## src/rtl/counter_pkg.sv

```systemverilog
`default_nettype none
// counter_pkg: shared direction constants and sizing helper for the up/down counter.
package counter_pkg;

  localparam logic DIR_UP   = 1'b1;
  localparam logic DIR_DOWN = 1'b0;

  // Ceiling log2; returns 0 for values of 1 or less.
  function automatic int clog2(input int value);
    int result;
    result = 0;
    for (int v = value - 1; v > 0; v = v >> 1) begin
      result = result + 1;
    end
    return result;
  endfunction

endpackage
`default_nettype wire

```

## src/rtl/enable_prescaler.sv

```systemverilog
`default_nettype none
// enable_prescaler: divides qualifying enable cycles by PRESCALE, emitting a one-cycle tick.
module enable_prescaler
  import counter_pkg::*;
#(
  parameter int PRESCALE = 1
) (
  input  logic clock,
  input  logic reset_n,
  input  logic clear,
  input  logic enable,
  output logic tick
);

  localparam int PW = (clog2(PRESCALE) < 1) ? 1 : clog2(PRESCALE);
  localparam logic [PW-1:0] LAST = PW'(PRESCALE - 1);

  logic [PW-1:0] presc_cnt;
  logic          at_last;

  assign at_last = (presc_cnt == LAST);
  assign tick    = enable && at_last;

  // Holds while enable is low so partial progress toward a step is kept.
  always_ff @(posedge clock) begin
    if (!reset_n || clear) begin
      presc_cnt <= '0;
    end else if (enable) begin
      presc_cnt <= at_last ? '0 : presc_cnt + PW'(1);
    end
  end

endmodule
`default_nettype wire

```

## src/rtl/mod_updown_counter.sv

```systemverilog
`default_nettype none
// mod_updown_counter: parametrised modulo up/down counter with load, prescaled enable and tc/wrap flags.
// Define COUNTER_SATURATE_EN to hold at the limits instead of wrapping.
module mod_updown_counter
  import counter_pkg::*;
#(
  parameter int              WIDTH     = 4,
  parameter longint unsigned MAX_VALUE = (64'd1 << WIDTH) - 64'd1,
  parameter int              PRESCALE  = 1
) (
  input  logic             clock,
  input  logic             reset_n,
  input  logic             enable,
  input  logic             up_down,
  input  logic             load,
  input  logic [WIDTH-1:0] load_value,
  output logic [WIDTH-1:0] count_out,
  output logic             tc,
  output logic             wrap_pulse
);

  localparam logic [WIDTH-1:0] MAX = WIDTH'(MAX_VALUE);

  logic             step;
  logic             at_max;
  logic             at_zero;
  logic [WIDTH-1:0] load_clamped;
  logic [WIDTH-1:0] next_count;
  logic             next_wrap;

  enable_prescaler #(
    .PRESCALE (PRESCALE)
  ) u_prescaler (
    .clock   (clock),
    .reset_n (reset_n),
    .clear   (load),
    .enable  (enable),
    .tick    (step)
  );

  assign at_max       = (count_out == MAX);
  assign at_zero      = (count_out == '0);
  assign tc           = (up_down == DIR_UP) ? at_max : at_zero;
  assign load_clamped = (load_value > MAX) ? MAX : load_value;

  always_comb begin
    next_count = count_out;
    next_wrap  = 1'b0;
    if (up_down == DIR_UP) begin
      if (at_max) begin
`ifdef COUNTER_SATURATE_EN
        next_count = MAX;
`else
        next_count = '0;
        next_wrap  = 1'b1;
`endif
      end else begin
        next_count = count_out + WIDTH'(1);
`ifdef COUNTER_SATURATE_EN
        next_wrap  = (next_count == MAX);
`endif
      end
    end else begin
      if (at_zero) begin
`ifdef COUNTER_SATURATE_EN
        next_count = '0;
`else
        next_count = MAX;
        next_wrap  = 1'b1;
`endif
      end else begin
        next_count = count_out - WIDTH'(1);
`ifdef COUNTER_SATURATE_EN
        next_wrap  = (next_count == '0);
`endif
      end
    end
  end

  // wrap_pulse drops on every edge that is not itself a wrapping step.
  always_ff @(posedge clock) begin
    if (!reset_n) begin
      count_out  <= '0;
      wrap_pulse <= 1'b0;
    end else if (load) begin
      count_out  <= load_clamped;
      wrap_pulse <= 1'b0;
    end else if (step) begin
      count_out  <= next_count;
      wrap_pulse <= next_wrap;
    end else begin
      wrap_pulse <= 1'b0;
    end
  end

endmodule
`default_nettype wire
```

## config.mk

```make
export PLATFORM = sky130hd
export DESIGN_NAME = mod_updown_counter
export DESIGN_NICKNAME = d
export VERILOG_FILES = /design/src/rtl/counter_pkg.sv /design/src/rtl/enable_prescaler.sv /design/src/rtl/mod_updown_counter.sv
export SDC_FILE = /design/constraint.sdc
export NUM_CORES = 1
export LEC_CHECK = 0
export CAP_MARGIN = 20
export CORE_AREA = 10 10 47 49
export DETAILED_ROUTE_END_ITERATION = 10
export DIE_AREA = 0 0 57 59
export PLACE_DENSITY = 0.65
export SYNTH_ARGS = -nofsm -noshare
export SYNTH_HDL_FRONTEND = slang
export SYNTH_HIERARCHICAL = 1
export SYNTH_SLANG_ARGS = --single-unit
```

## constraint.sdc

```tcl
create_clock -name clock -period 1.6 [get_ports clock]
set_input_delay 0.16 -clock clock [delete_from_list [all_inputs] [get_ports clock]]
set_output_delay 0.16 -clock clock [all_outputs]
set_load 0.02 [all_outputs]
```

Yosys cells after proc, flatten, opt, wreduce, memory -nomap -nowiden:

Cells that the tools add are included.

* output and inout bits: 6
* bits in registers: 6
* bits of input ports: 9

* add/subtract/negate cells: 3
* $lt $le $gt $ge: 1
* muxes and demuxes: 11
* bitwise logic cells: 3
* equality and inequality tests: 1
* reductions and logical operators: 6

Operator list (count)
* two-way mux 4 bit: 6
* two-way mux 1 bit: 5
* adder 4 x 1 -> 4 bit, second input constant: 1
* equality test 4 bit, second input constant: 1
* greater-than comparator 4 bit, second input constant: 1
* zero test 4 bit: 1
* subtractor 4 x 1 -> 4 bit, second input constant: 1
* NOT 1 bit: 3
* OR reduction 3 bit: 1
* nonzero test 2 bit: 1
* adder 1 bit, second input constant: 1
* logical AND 1 bit: 1
* zero test 1 bit: 1
* logical OR 1 bit: 1

Logic depth before layout (Yosys ltp):

Gate-level depths: netlist of run 1.

* depth in word-level cells: 5
* depth in mapped cells: 6
* depth with buffers taken out: 6

Modules after synthesis:

Netlist of run 1, hierarchy kept.

Modules (own cells, without submodules)
* mod_updown_counter: cells each 46, area each 365.4 um^2, times used 1
* enable_prescaler: cells each 1, area each 7.5 um^2, times used 1

Worst setup path before layout of run 1:

OpenSTA, ideal clock, no wires.

* kind: register to register
* start: register count_out[0]
* end: register count_out[3]
* arrival time: 1.472 ns
* stages on the path, launching flop included: 7
* path slack: -0.003 ns
* buffers on the path: 0
* clock period less this slack: 1.603 ns
* setup time: 0.130 ns
* required time: 1.470 ns
* cells stage by stage: dfxtp_1 -> inv_1 -> ha_1 -> or4b_4 -> o211ai_1 -> a2111oi_0 -> nor3_1

* word-level cells in the longest chain between the ends: 5
* elaborated cells on any way between the ends: 9
* those cells by class: add/sub: 2; eq/ne: 1; mux: 5; reduce/logical: 1

RTL lines
* from (decl): RTL line mod_updown_counter.sv:17 `output logic [WIDTH-1:0] count_out,`
* from (signal assigned): RTL line mod_updown_counter.sv:86 `count_out <= load_clamped;`
* from (signal assigned): RTL line mod_updown_counter.sv:89 `count_out <= next_count;`
* subtractor 4 x 1 -> 4 bit (tied with other cells): RTL line mod_updown_counter.sv:72 `next_count = count_out - WIDTH'(1);`
* two-way mux 4 bit, on equally long branches: RTL line mod_updown_counter.sv:64, mod_updown_counter.sv:50
* two-way mux 4 bit (*): RTL line mod_updown_counter.sv:49 `if (up_down == DIR_UP) begin`
* two-way mux 4 bit (*): RTL line mod_updown_counter.sv:88 `end else if (step) begin`
* two-way mux 4 bit (*): RTL line mod_updown_counter.sv:85 `end else if (load) begin`

Mark *: on every way between the ends. The rest lies on a longest branch, timed or not. The select of a mux whose other input is x is not followed.
A chain may end at the register's enable or synchronous reset.

Worst setup path after layout of run 1:

* start: register count_out[0]
* end: output tc

* word-level cells in the longest chain between the ends: 2
* elaborated cells on any way between the ends: 3
* those cells by class: eq/ne: 1; mux: 1; reduce/logical: 1

RTL lines
* equality test 4 bit or zero test 4 bit (tied branches): RTL line mod_updown_counter.sv:41, mod_updown_counter.sv:42
* two-way mux 1 bit (*): RTL line mod_updown_counter.sv:43 `assign tc = (up_down == DIR_UP) ? at_max : at_zero;`
* to (decl): RTL line mod_updown_counter.sv:18 `output logic tc,`

Mark *: on every way between the ends. The rest lies on a longest branch, timed or not.

==> reports/summary.txt, run 1 <==
GP Congestion -> 0.7944
Clk slew on worst S/H paths -> 40 ps
Synthesized area per cell -> 7.933 um^2
Worst skew pair latency -> 240 ps
Total gr overflow -> 0
Core area -> 1401 um^2
Antenna diodes -> 0
Synth Net Count -> 58
Largest net degree at the start of global routing -> 10
Commonest non-fill, non-tap cell in the layout -> clkdlybuf4s50_1
Nets -> 84
FP Rows -> 14
Startpoint Class -> flip-flop
DIE WIDTH -> 57 um
Asr flop ratio synth -> 0
GRT busiest layer -> met2
Unrepaired setup endpoints after global routing -> yes
Placed inst area -> 589.3 um^2
Drc violations -> 0
First-pass GRT wire length -> 2007 um
Worst setup margin -> 17.42 ps
Setup Skew -> 0.1054 ps
CP Data Required Time -> 1440 ps
Met2 usage -> 0.1209
Routed via count -> 423
Vias in the first global route -> 463
CTS Root Cell -> clkbuf_4
Number of synthesized flops with an enable pin -> 0
Layout cell share with drive strength beyond 1 -> 0.2778
Critical path data arrival time -> 1420 ps
Crit Path Max Fanout -> 2
Top post-synthesis cells by area -> dfxtp_1, ha_1, o21ai_0
Met3 GRT Util -> 0.03433
Post-synth top area cell -> dfxtp_1
Delay-heaviest family, CP -> simple AND/OR/NAND/NOR gates
HPWL after DPL -> 908.2 um
Cells after Synth -> 47
Met1 usage in global routing -> 0.07938
Post-synthesis register bit count -> 5
Critical path type -> flip-flop to output pin
Crit end category -> output pin
Worst-path cell chain -> inv_2 -> ha_4 -> or4b_4 -> nand2_2 -> buf_6
Worst-Margin Slew -> 329.2 ps
Syn-to-layout area delta -> 69.80%
Maximum clock frequency -> 631.9 MHz
Critical path's slowest cell -> or4b_4
Cell Area, Synth -> 372.9 um^2
Aggregate routed wire length -> 1130 um
Tcrit/Tclk final -> 0.9891
Worst VDD drop -> 0.0005554 V
PwrDens -> 718.7 nW/um^2
Hold_buf cts -> 0
Worst hold path class -> primary input to flip-flop
Max cap viols -> 0
Static leakage -> 0.0002571 uW
IO Count -> 15
Relative slew slack -> 0.7800
Commonest non-fill, non-tap cells in the layout -> clkdlybuf4s50_1, buf_4, nand2_1, o21ai_0, dfxtp_1
Hold WS -> 577.3 ps
GRT Total Usage -> 0.07211
Post-synth top area share -> 0.2685
Number of fill cells -> 152
First-pass iteration count of the detailed router -> 3
Netlist cell types -> 29
Initial DRC count -> 1
Yosys warning count -> 6
Status -> finished, final reports clean
CP peak stage delay -> 460 ps
Worst path bufs/invs -> 2
Initial Utilization -> 0.2661
Ys flop type -> dfxtp_1
Count of final setup violators -> 0
Post-place setup slack -> -338.9 ps
Clk sinks -> 5
CTS buffer count -> 3
Hold Violations, Final -> 0
Die Ht -> 59 um
Routed length per placed instance -> 12.84 um
Count of input and output buffers -> 14
Post-route cell area -> 633.1 um^2
CTS tree -> done
Seq/Total Area, Yosys -> 0.2685
Initial antenna violation count -> 0
ANT nets after route -> 0
Htree depth -> 1
Final Slew Violations -> 0
Min Clock Period, post-route -> 1583 ps
Die area -> 3363 um^2
Longest Clk Path Bufs -> 2
Via-per-instance ratio -> 4.807
[final timing paths]
kind	startpoint	end	slack, ps	depth (start not counted)
worst min-delay path	load_value[0]	count_out[0]$_SDFFE_PN0P_	580	3
worst max register to register	count_out[0]$_SDFFE_PN0P_	count_out[2]$_SDFFE_PN0P_	110	7
worst max-delay path	count_out[0]$_SDFFE_PN0P_	tc	20	5
worst min register to register	count_out[0]$_SDFFE_PN0P_	count_out[0]$_SDFFE_PN0P_	660	4
[metal layers]
layer | share of wire | wire length, um
met5 | 0 | 0
met4 | 0 | 0
met3 | 0.053 | 60
met1 | 0.42 | 480
met2 | 0.52 | 589
[worst register-to-register path, stage by stage (launching register included)]
cell	delay, ps
dfxtp_2	310
buf_4	150
ha_1	210
buf_4	140
mux2_2	250
nand2_1	80
xor2_1	150
a21oi_1	80
[stage by stage]
stage / std cells / power, uW / TNS, ps / util
3_5_place_dp: 84 / 305.7 / -338.9 / 0.4205
2_1_floorplan: 47 / 224.6 / 0 / -
6_report: 88 / 455.0 / 0 / 0.4518
3_3_place_gp: 84 / 303.6 / -332.0 / 0.4205
4_1_cts: 88 / 458.8 / 0 / 0.4509
5_1_grt: 88 / 484.2 / -14.70 / 0.4518
[cell usage after synthesis (2+ instances only)]
cell     n
nand2_1  5
nor3_1   3
a21oi_1  3
dfxtp_1  5
ha_1     2
o21ai_0  4
inv_1    3
[sequential cells by signal, indices dropped and copies added, names as in the netlist]
| register | cells |
|---|---|
| wrap_pulse | 1 |
| count_out | 4 |
[logic make-up after synthesis]
family | share of synthesized area
flops | 0.2685
buf+inv | 0.06375
mux | 0.05705
simple gates | 0.2987
fa+ha+maj | 0.06710
xor+xnor | 0.04699
compound gates | 0.1980
[cell type report]
class | instances | area (um^2) | share of cell area
multi-input combinational | 37 | 265.3 | 0.4190
inverter | 3 | 11.26 | 0.01779
clock buffer | 4 | 26.28 | 0.04150
timing repair buffer | 23 | 209.0 | 0.3300
sequential | 5 | 101.3 | 0.1601
tap | 16 | 20.02 | 0.03162
[report_power, final]
| part | switching (uW) | internal, uW | total (uW) |
|---|---|---|---|
| Sequential | 6.01 | 135 | 141 |
| Combinational | 78.1 | 94.1 | 172 |
| Clock | 47.8 | 94.0 | 142 |
| Total | 132 | 323 | 455 |
[repair_timing]
item | in CTS | in global routing
pin swaps | 1 | 2
buffers inserted | 0 | 0
endpoints found under the setup margin | 1 | 1
gates resized for setup | 10 | 2
No activity file was read; power rests on OpenSTA's default activity.
==> run 2: changes to the inputs <==
--- a/config.mk
+++ b/config.mk
@@ -9,6 +9,7 @@
 export CORE_AREA = 10 10 47 49
 export DETAILED_ROUTE_END_ITERATION = 10
 export DIE_AREA = 0 0 57 59
+export GPL_TIMING_DRIVEN = 1
 export PLACE_DENSITY = 0.65
 export SYNTH_ARGS = -nofsm -noshare
 export SYNTH_HDL_FRONTEND = slang
==> constraint.sdc (replaced) <==
create_clock -name clock -period 1.7 [get_ports clock]
set_input_delay 0.17 -clock clock [delete_from_list [all_inputs] [get_ports clock]]
set_output_delay 0.17 -clock clock [all_outputs]
set_load 0.02 [all_outputs]
==> reports/summary.txt, run 2 (synthesized netlist as in run 1, its figures left out) <==
Status -> finished, final reports clean
Routed length per placed instance -> 12.19 um (-5.1%)
GRT Total Usage -> 0.07214 (about the same)
Biggest register -> count_out
Placed inst area -> 595.6 um^2 (+1.1%)
Static leakage -> 0.0002598 uW (+1.0%)
Maximum clock frequency -> 618.0 MHz
Total Neg Setup Slack -> 0 ps (unchanged)
Drc violations -> 0 (unchanged)
Commonest non-fill, non-tap cell in the layout -> clkdlybuf4s50_1
Clk sinks -> 5 (unchanged)
Net Switching -> 127.1 uW (-3.6%)
GP Congestion -> 0.8013 (+0.87%)
Part of the power in registers -> 0.307 (-0.003)
Count of input and output buffers -> 14 (unchanged)
Max cap viols -> 0 (unchanged)
Commonest non-fill, non-tap cells in the layout -> clkdlybuf4s50_1, buf_4, dfxtp_1
Final Slew Violations -> 0 (unchanged)
Worst path bufs/invs -> 2 (unchanged)
Internal -> 300.2 uW (-7.1%)
Core area -> 1401 um^2 (unchanged)
Worst setup margin -> 81.92 ps (+64.51 ps)
Largest register FFs -> 4 (unchanged)
Tcrit/Tclk final -> 0.9518
IO Count -> 15 (unchanged)
Worst skew pair latency -> 250 ps (about the same)
Critical path data arrival time -> 1450 ps (+30 ps)
Layout cell share with drive strength beyond 1 -> 0.2329 (-0.04490)
Hold Violations, Final -> 0 (unchanged)
Htree depth -> 1 (unchanged)
First-pass GRT wire length -> 1973 um (-1.7%)
Largest net degree at the start of global routing -> 10 (unchanged)
Total gr overflow -> 0 (unchanged)
Relative slew slack -> 0.7305 (-0.04951)
Area of the multi-input gates -> 251.5 um^2 (-5.2%)
CTS Root Cell -> clkbuf_4
Number of fill cells -> 151 (-0.66%)
Initial Utilization -> 0.2661 (unchanged)
HPWL after DPL -> 911.2 um (+0.33%)
CP Data Required Time -> 1530 ps (+90 ps)
CTS buffer count -> 3 (unchanged)
Via-per-instance ratio -> 4.663 (-3.0%)
Die area -> 3363 um^2 (unchanged)
Largest regs -> count_out (4), wrap_pulse (1)
Core Util, Final -> 0.4438 (-0.008036)
Delay-heaviest family, CP -> simple AND/OR/NAND/NOR gates
Antenna diodes -> 0 (unchanged)
Worst hold path class -> primary input to flip-flop
Worst-path cell chain -> inv_1 -> ha_1 -> or4b_4 -> nand2_2 -> buf_4
Critical path type -> flip-flop to output pin
Setup Skew -> 7.495 ps (+7.389 ps)
Aggregate routed wire length -> 1085 um (-4.0%)
Post-place setup slack -> -256.5 ps (+82.45 ps)
Crit Path Max Fanout -> 2 (unchanged)
Die Ht -> 59 um (unchanged)
Gate power share -> 0.362 (-0.016)
Initial antenna violation count -> 0 (unchanged)
Post-CTS Setup Bufs -> 0 (unchanged)
FP Rows -> 14 (unchanged)
Vias in the first global route -> 464 (+0.22%)
Critical path's slowest cell -> or4b_4
Sequential cell area -> 100.1 um^2 (-1.2%)
ANT nets after route -> 0 (unchanged)
Syn-to-layout area delta -> 66.78%
Longest Clk Path Bufs -> 2 (unchanged)
Startpoint Class -> flip-flop
Min Clock Period, post-route -> 1618 ps
PwrDens -> 687.2 nW/um^2 (-4.4%)
CP peak stage delay -> 470 ps (about the same)
Count of final setup violators -> 0 (unchanged)
Initial DRC count -> 6 (+5)
Routed via count -> 415 (-1.9%)
Worst VDD drop -> 0.0004539 V (-18%)
Unrepaired setup endpoints after global routing -> no
CTS tree -> done
Crit end category -> output pin
Worst-Margin Slew -> 394.1 ps (+64.91 ps)
Clock power share -> 0.332 (+0.020)
First-pass iteration count of the detailed router -> 4 (+1)
Clk slew on worst S/H paths -> 50 ps (about the same)
Net Sw Frac -> 0.2975 (+0.007559)
Post-route cell area -> 621.8 um^2 (-1.8%)
DIE WIDTH -> 57 um (unchanged)
Nets -> 85 (+1.2%)
## run 2: cell count changes in the layout (fill, tap and decap cells not counted), sizes merged
cell  before  now
buf       10   11
## run 2: worst paths after layout
kind | to | start | cells past startpoint | slack (ps)
worst max-delay path | tc | count_out[0]$_SDFFE_PN0P_ | 5 | 80
worst min-delay path | count_out[2]$_SDFFE_PN0P_ | load | 3 | 560
worst max register to register | count_out[3]$_SDFFE_PN0P_ | count_out[0]$_SDFFE_PN0P_ | 7 | 170
worst min register to register | count_out[0]$_SDFFE_PN0P_ | count_out[0]$_SDFFE_PN0P_ | 4 | 700
## run 2: what timing repair did
| item | 4_1_cts | 5_1_grt |
|---|---|---|
| setup endpoints to repair | 1 | 1 |
| hold buffers | 0 | 0 |
| gates resized for setup | 4 | 2 |
## run 2: area by class of cell
type,count,share of cell area
Inverter,3,0.01811
Clock buffer,4,0.04225
Tap cell,16,0.03219
Timing Repair Buffer,24,0.3421
Multi-Input combinational cell,37,0.4044
Sequential cell,5,0.1610
## run 2: routing by layer
metal / part of all wire / vias to the layer above / track usage
met5: 0 / - / 0
met3: 0.063 / 0 / 0.04292
met4: 0 / 0 / 0.03020
li1: - / 220 / -
met1: 0.41 / 187 / 0.06999
met2: 0.53 / 8 / 0.1225
## run 2: worst register-to-register path, cell delays in order (launching register included)
cell and delay (ps):
dfxtp_1 320, inv_1 60, ha_1 190, or4b_4 210, buf_4 100, o211ai_1 70, a2111oi_0 390, nor3_1 70
## run 2: power by group through the flow
stage               logic (uW)  clock network [uW]  registers, uW
global placement           154                   0            133
CTS                        154                 148            131
finish                     155                 142            131
global route               172                 153            132
floorplan                 58.1                   0            153
detailed placement         156                   0            133
## run 2: through the flow
step | total power [uW] | hold slack, ps | cells
2_1_floorplan | 210.9 | 291.7 | 47
3_3_place_gp | 287.5 | 699.8 | 85
3_5_place_dp | 289.1 | 697.1 | 85
4_1_cts | 433.5 | 550.3 | 89
5_1_grt | 456.7 | 571.4 | 89
6_report | 427.3 | 556.3 | 89
==> run 3: changes to the inputs <==
--- a/config.mk
+++ b/config.mk
@@ -5,7 +5,6 @@
 export SDC_FILE = /design/constraint.sdc
 export NUM_CORES = 1
 export LEC_CHECK = 0
-export CAP_MARGIN = 20
 export CORE_AREA = 10 10 47 49
 export DETAILED_ROUTE_END_ITERATION = 10
 export DIE_AREA = 0 0 57 59
==> results of run 3 <==
Final layout, timing and power as in run 2 (identical DEF).
